## config.mk

```make
export PLATFORM = sky130hd
export DESIGN_NAME = clk_freq_monitor
export DESIGN_NICKNAME = d
export VERILOG_FILES = /design/src/rtl/clk_freq_monitor_pkg.sv /design/src/rtl/clk_freq_monitor_sync_edge_det.sv /design/src/rtl/clk_freq_monitor.sv
export SDC_FILE = /design/constraint.sdc
export NUM_CORES = 1
export LEC_CHECK = 0
export BUFFER_PORTS_ARGS = -buffer_cell sky130_fd_sc_hd__clkbuf_2
export CAP_MARGIN = 30
export CORE_MARGIN = 1
export CORE_UTILIZATION = 55
export CTS_CLUSTER_SIZE = 8
export DETAILED_ROUTE_END_ITERATION = 8
export PLACE_DENSITY_LB_ADDON = 0.05
export SYNTH_ARGS = -nofsm -noshare
export SYNTH_HDL_FRONTEND = slang
export SYNTH_SLANG_ARGS = --single-unit
```

## constraint.sdc

```tcl
create_clock -name clk_32d768M -period 2.7 [get_ports clk_32d768M]
set_input_delay 0.54 -clock clk_32d768M [delete_from_list [all_inputs] [get_ports clk_32d768M]]
set_output_delay 0.54 -clock clk_32d768M [all_outputs]
set_load 0.02 [all_outputs]
```

## src/rtl/clk_freq_monitor_pkg.sv

```systemverilog
// Shared types and rate constants for the divided-clock frequency monitor.
// Window/expected-count pairs assume a 1 ms gate in the 32.768 MHz domain.
package clk_freq_monitor_pkg;

    typedef enum logic [1:0] {
        IDLE = 2'd0,
        ARM  = 2'd1,
        GATE = 2'd2,
        EVAL = 2'd3
    } mon_state_t;

    localparam int GATE_1MS   = 32768;
    localparam int EXP_32M768 = 32768;
    localparam int EXP_16M384 = 16384;
    localparam int EXP_2M048  = 2048;
    localparam int EXP_1M024  = 1024;

    function automatic int lower_bound(input int exp_count, input int tol);
        return (tol > exp_count) ? 0 : exp_count - tol;
    endfunction

endpackage

```

## src/rtl/clk_freq_monitor_sync_edge_det.sv

```systemverilog
// Multi-flop synchronizer for an asynchronous level, followed by a
// registered rising-edge detector (pulse when sync=1 and prev=0).
module sync_edge_det #(
    parameter int STAGES = 2
) (
    input  logic clk,
    input  logic rst,
    input  logic d,
    output logic rise
);

    logic [STAGES-1:0] chain;
    logic              prev;

    always_ff @(posedge clk) begin
        if (rst) begin
            chain <= '0;
            prev  <= 1'b0;
        end else begin
            chain <= {chain[STAGES-2:0], d};
            prev  <= chain[STAGES-1];
        end
    end

    assign rise = chain[STAGES-1] & ~prev;

endmodule

```

## src/rtl/clk_freq_monitor.sv

```systemverilog
// Counts rising edges of a divided clock over a fixed window of
// clk_32d768M cycles; reports count, tolerance check and clock loss.
module clk_freq_monitor
    import clk_freq_monitor_pkg::*;
#(
    parameter int CNT_W       = 16,
    parameter int GATE_CYCLES = GATE_1MS,
    parameter int EXP_COUNT   = EXP_1M024,
    parameter int TOL         = 2,
    parameter int LOSS_CYCLES = 256,
    parameter int SYNC_STAGES = 2
) (
    input  logic             clk_32d768M,
    input  logic             rst_32d768M,
    input  logic             mon_clk_in,
    input  logic             start,
    output logic             busy,
    output logic             done,
    output logic [CNT_W-1:0] meas_count,
    output logic             freq_ok,
    output logic             clk_lost
);

    localparam int WIN_W  = (GATE_CYCLES > 1) ? $clog2(GATE_CYCLES) : 1;
    localparam int LOSS_W = $clog2(LOSS_CYCLES + 1);
    localparam int ARM_W  = $clog2(SYNC_STAGES + 2);
    localparam int LO_I   = lower_bound(EXP_COUNT, TOL);
    localparam int HI_I   = EXP_COUNT + TOL;
    localparam logic [CNT_W:0] LO = LO_I[CNT_W:0];
    localparam logic [CNT_W:0] HI = HI_I[CNT_W:0];

    mon_state_t        state;
    mon_state_t        state_nxt;
    logic              edge_pulse;
    logic [WIN_W-1:0]  win_cnt;
    logic [ARM_W-1:0]  arm_cnt;
    logic [CNT_W-1:0]  edge_cnt;
    logic [LOSS_W-1:0] loss_cnt;
    logic              loss_flag;
    logic              win_last;
    logic              arm_last;
    logic              in_range;

    sync_edge_det #(
        .STAGES (SYNC_STAGES)
    ) u_sync (
        .clk  (clk_32d768M),
        .rst  (rst_32d768M),
        .d    (mon_clk_in),
        .rise (edge_pulse)
    );

    assign win_last = (win_cnt == WIN_W'(GATE_CYCLES - 1));
    assign arm_last = (arm_cnt == ARM_W'(SYNC_STAGES));
    assign in_range = ({1'b0, edge_cnt} >= LO) &&
                      ({1'b0, edge_cnt} <= HI);

    always_ff @(posedge clk_32d768M) begin
        if (rst_32d768M) begin
            state <= IDLE;
        end else begin
            state <= state_nxt;
        end
    end

    always_comb begin
        state_nxt = state;
        unique case (state)
            IDLE: if (start)    state_nxt = ARM;
            ARM:  if (arm_last) state_nxt = GATE;
            GATE: if (win_last) state_nxt = EVAL;
            EVAL:               state_nxt = IDLE;
        endcase
    end

    always_comb begin
        busy = (state != IDLE);
    end

    // ARM lets stale synchronizer contents drain before counting starts
    always_ff @(posedge clk_32d768M) begin
        if (rst_32d768M) begin
            arm_cnt   <= '0;
            win_cnt   <= '0;
            edge_cnt  <= '0;
            loss_cnt  <= '0;
            loss_flag <= 1'b0;
        end else begin
            unique case (state)
                ARM: begin
                    arm_cnt   <= arm_cnt + 1'b1;
                    win_cnt   <= '0;
                    edge_cnt  <= '0;
                    loss_cnt  <= '0;
                    loss_flag <= 1'b0;
                end
                GATE: begin
                    win_cnt <= win_cnt + 1'b1;
                    if (edge_pulse && (edge_cnt != '1)) begin
                        edge_cnt <= edge_cnt + 1'b1;
                    end
                    if (edge_pulse) begin
                        loss_cnt <= '0;
                    end else if (loss_cnt != LOSS_W'(LOSS_CYCLES)) begin
                        loss_cnt <= loss_cnt + 1'b1;
                    end
                    if (!edge_pulse &&
                        (loss_cnt == LOSS_W'(LOSS_CYCLES - 1))) begin
                        loss_flag <= 1'b1;
                    end
                end
                IDLE, EVAL: begin
                    arm_cnt <= '0;
                end
            endcase
        end
    end

    always_ff @(posedge clk_32d768M) begin
        if (rst_32d768M) begin
            done       <= 1'b0;
            meas_count <= '0;
            freq_ok    <= 1'b0;
            clk_lost   <= 1'b0;
        end else begin
            done <= 1'b0;
            if (state == EVAL) begin
                done       <= 1'b1;
                meas_count <= edge_cnt;
                clk_lost   <= loss_flag;
                freq_ok    <= !loss_flag && in_range;
            end
        end
    end

endmodule

```

==> run metrics <==
gpl congestion=just under 0.8; commonest non-fill, non-tap cell in the layout=dfxtp_1; Gate power share=21.2%; first-pass GRT wire length=11300 um; fin. max-slew vios=0; core area=5680 um2; Leak=1.33 nW; largest net degree at the start of global routing=32; TritonRoute pass-1 iters=4; Die ar.=between 6000 and 7000 um2; CTS tree=built; delay-heaviest family, CP=simple AND/OR/NAND/NOR gates; CTS H-tree depth=3; PostCTS Resize Cnt=0; Hold Path Stages=2; Final Power=2.66 mW; via density per instance=about 6; Clock power frac=39.3%; largest fanout on the critical path=11; WS Path Type=register to register; EDFF count, synth=0; post-synthesis cell area=3320 um2; CTS sink count=67; Wirelength per Cell=14.2 um; syn nets=391; HPWL Detailed=4440 um; Rows=27; CP peak stage delay=around 590 ps; # IOs=24; Unique masters post-synth=57; Hold Startpoint=mon_clk_in; Total Routed Length=approximately 6700 um; relative slew slack=63.7%; crit path time final=2240 ps; pre-CTS setup slack=481 ps; setup ws final=461 ps; Most used DFF post-synth=dfxtp_1; switching pwr=between 800 and 900 uW; commonest non-fill, non-tap cells in the layout=dfxtp_1, nor2_1, nand2_1, mux2i_1, clkbuf_2; routed via count=between 2000 and 3000; asr flop ratio synth=0%; worst flop-to-flop path endpoint=edge_cnt[7]$_SDFFE_PP0P_; postcts setup bufs=0; r2r startpoint=state[0]$_SDFFE_PP0P_; slew of the pin with the lowest slew margin=539 ps; Max Cap Violations=0; starting DRC count in detailed routing=96; CTS clk-pin slew, worst paths=80 ps; clock root buffer=clkbuf_8; total grt overflow=0; vias in the first global route=between 2000 and 3000; number of antenna violations at the first check in global routing=0; Hold Path Class=input pin to register; cells on worst reg2reg path=6; Synth Register Bits=67; unrepaired setup endpoints after global routing=no; Final Skew=5.88 ps; Crit. End Element=register; Final TNS setup=0 ps; Final Hold Fails=0; Hold Buf Count CTS=0; ratio of cells with drive above 1 in the final layout=approximately 16%; ANT cells=0; Worst Setup Start Kind=register; count of warnings emitted by yosys=0; fin crit share=about 83%; worst path bufs/invs=1; # port buffers=23; crit-path cells=inv_1, ha_1, nand3b_1, or4_4, or4_1, nand2_1; CP arrival=2540 ps; Fillers=just under 500; f_max=0.447 GHz; Synth Area per Inst=8.88 um2; CTS Buf Count=9; Peak VDD IR=0.500 mV; Die Y=79.7 um; Req. time, crit path=~3000 ps; DRC Markers=0; register-to-register setup slack=around 460 ps; Antenna Nets Post-Route=0; Sw Share=30.5%; Final #Nets=approximately 410; gr usage total=22.9%; hold endpoint=u_sync.chain[0]$_SDFF_PP0_; part of the power in registers=39.5%; design internal power=1.85 mW; Pwr Density=722 nW/um2; Seq/Total Area, Yosys=between 40% and 50%; Slowest cell on crit path=or4_4; status=completed; area growth from synthesis to layout=11.2%; cell count after synthesis=about 370; final setup fails=0; Die X=79.7 um; CTS max path bufs=2; Starting Density=between 50 and 60%; clk_lat worst skew=about 350 ps; Crit path depth=6
-- layer usage --
layer,wire (um),GRT usage (%),part of all wire [%],vias up
li1,-,-,-,1383
met1,3250,28.2,49,1300
met2,3090,37.4,46,51
met3,219,5.94,3.3,8
met4,98,10.5,1.5,0
met5,0,0,0,-
-- layout make-up --
class                           instances  area, um2  area share [%]
Sequential cell                        67       1340            36.3
Inverter                               16       60.1            1.63
Timing Repair Buffer                   27        145            3.93
Tap cell                               72       90.1            2.44
Clock inverter                          6        113            3.05
Multi-Input combinational cell        270       1800            48.9
Clock buffer                           10        138            3.73
-- per-stage QoR --
stage | instance area [um2] | std cells | utilization [%] | hold slack [ps]
finish | 3690 | 468 | 65.0 | 403
global route | 3690 | 468 | 65.0 | 420
CTS | 3690 | 468 | 65.0 | 391
detailed placement | 3440 | 452 | 60.6 | 429
global placement | 3440 | 452 | 60.6 | 416
floorplan | 3320 | 374 | - | 414
-- synthesized netlist by cell type (3+ instances only) --
library cell / n / area [um2]
nor4_1: 9 / 56.3
buf_2: 3 / 15.0
a31oi_1: 3 / 18.8
ha_1: 13 / 163
nand2b_1: 4 / 25.0
clkbuf_1: 11 / 41.3
a211oi_1: 3 / 22.5
nand2_1: 29 / 109
o311ai_0: 4 / 35.0
buf_1: 4 / 15.0
o31ai_1: 4 / 30.0
or3_2: 3 / 22.5
mux2i_1: 23 / 230
nor3b_1: 3 / 22.5
xor2_1: 3 / 26.3
nand4_2: 3 / 37.5
o21ai_0: 4 / 20.0
nand3_1: 18 / 90.1
or2_2: 4 / 25.0
inv_1: 16 / 60.1
or3_1: 7 / 43.8
a21oi_1: 19 / 95.1
nor3_1: 11 / 55.1
nand4_1: 7 / 43.8
nor2_1: 43 / 161
dfxtp_1: 67 / 1340
xnor2_1: 7 / 61.3
or4_1: 7 / 52.6
nor2b_1: 5 / 31.3
-- worst register-to-register path, cell delays in order, from the launching register on --
cell      delay [ps]
dfxtp_1          340
inv_1            150
ha_1             380
nand3b_1         250
or4_4            590
or4_1            410
nand2_1           80
-- how the worst max path moves through the flow --
stage / startpoint / endpoint
final: state[0]$_SDFFE_PP0P_ / edge_cnt[7]$_SDFFE_PP0P_
after global routing: state[0]$_SDFFE_PP0P_ / edge_cnt[12]$_SDFFE_PP0P_
after CTS: state[0]$_SDFFE_PP0P_ / edge_cnt[7]$_SDFFE_PP0P_
after detailed placement: state[0]$_SDFFE_PP0P_ / edge_cnt[7]$_SDFFE_PP0P_
after global placement: state[0]$_SDFFE_PP0P_ / edge_cnt[7]$_SDFFE_PP0P_
after floorplan: state[0]$_SDFFE_PP0P_ / edge_cnt[7]$_SDFFE_PP0P_
-- flip-flops by register name, summed over array words and instances (netlist names) --
| signal | flops |
|---|---|
| arm_cnt | 2 |
| clk_lost | 1 |
| done | 1 |
| edge_cnt | 16 |
| freq_ok | 1 |
| loss_cnt | 9 |
| loss_flag | 1 |
| meas_count | 16 |
| state | 2 |
| u_sync.chain | 2 |
| u_sync.prev | 1 |
| win_cnt | 15 |
-- cell families after synthesis --
family | Yosys count | synth area share, %
compound gates | 53 | 11.0
xor+xnor | 10 | 2.64
fa+ha+maj | 13 | 4.90
buf+inv | 37 | 5.24
flops | 67 | 40.4
mux | 25 | 7.61
simple gates | 169 | 28.2
-- power groups by stage --
stage | combinational, mW | clock, mW | sequential, mW
after floorplan | 0.443 | 0 | 1.07
after global placement | 0.558 | 0 | 1.07
after detailed placement | 0.562 | 0 | 1.08
after CTS | 0.566 | 1.06 | 1.05
after global routing | 0.627 | 1.11 | 1.06
final | 0.565 | 1.05 | 1.05
(Power assumes the default switching activity.)
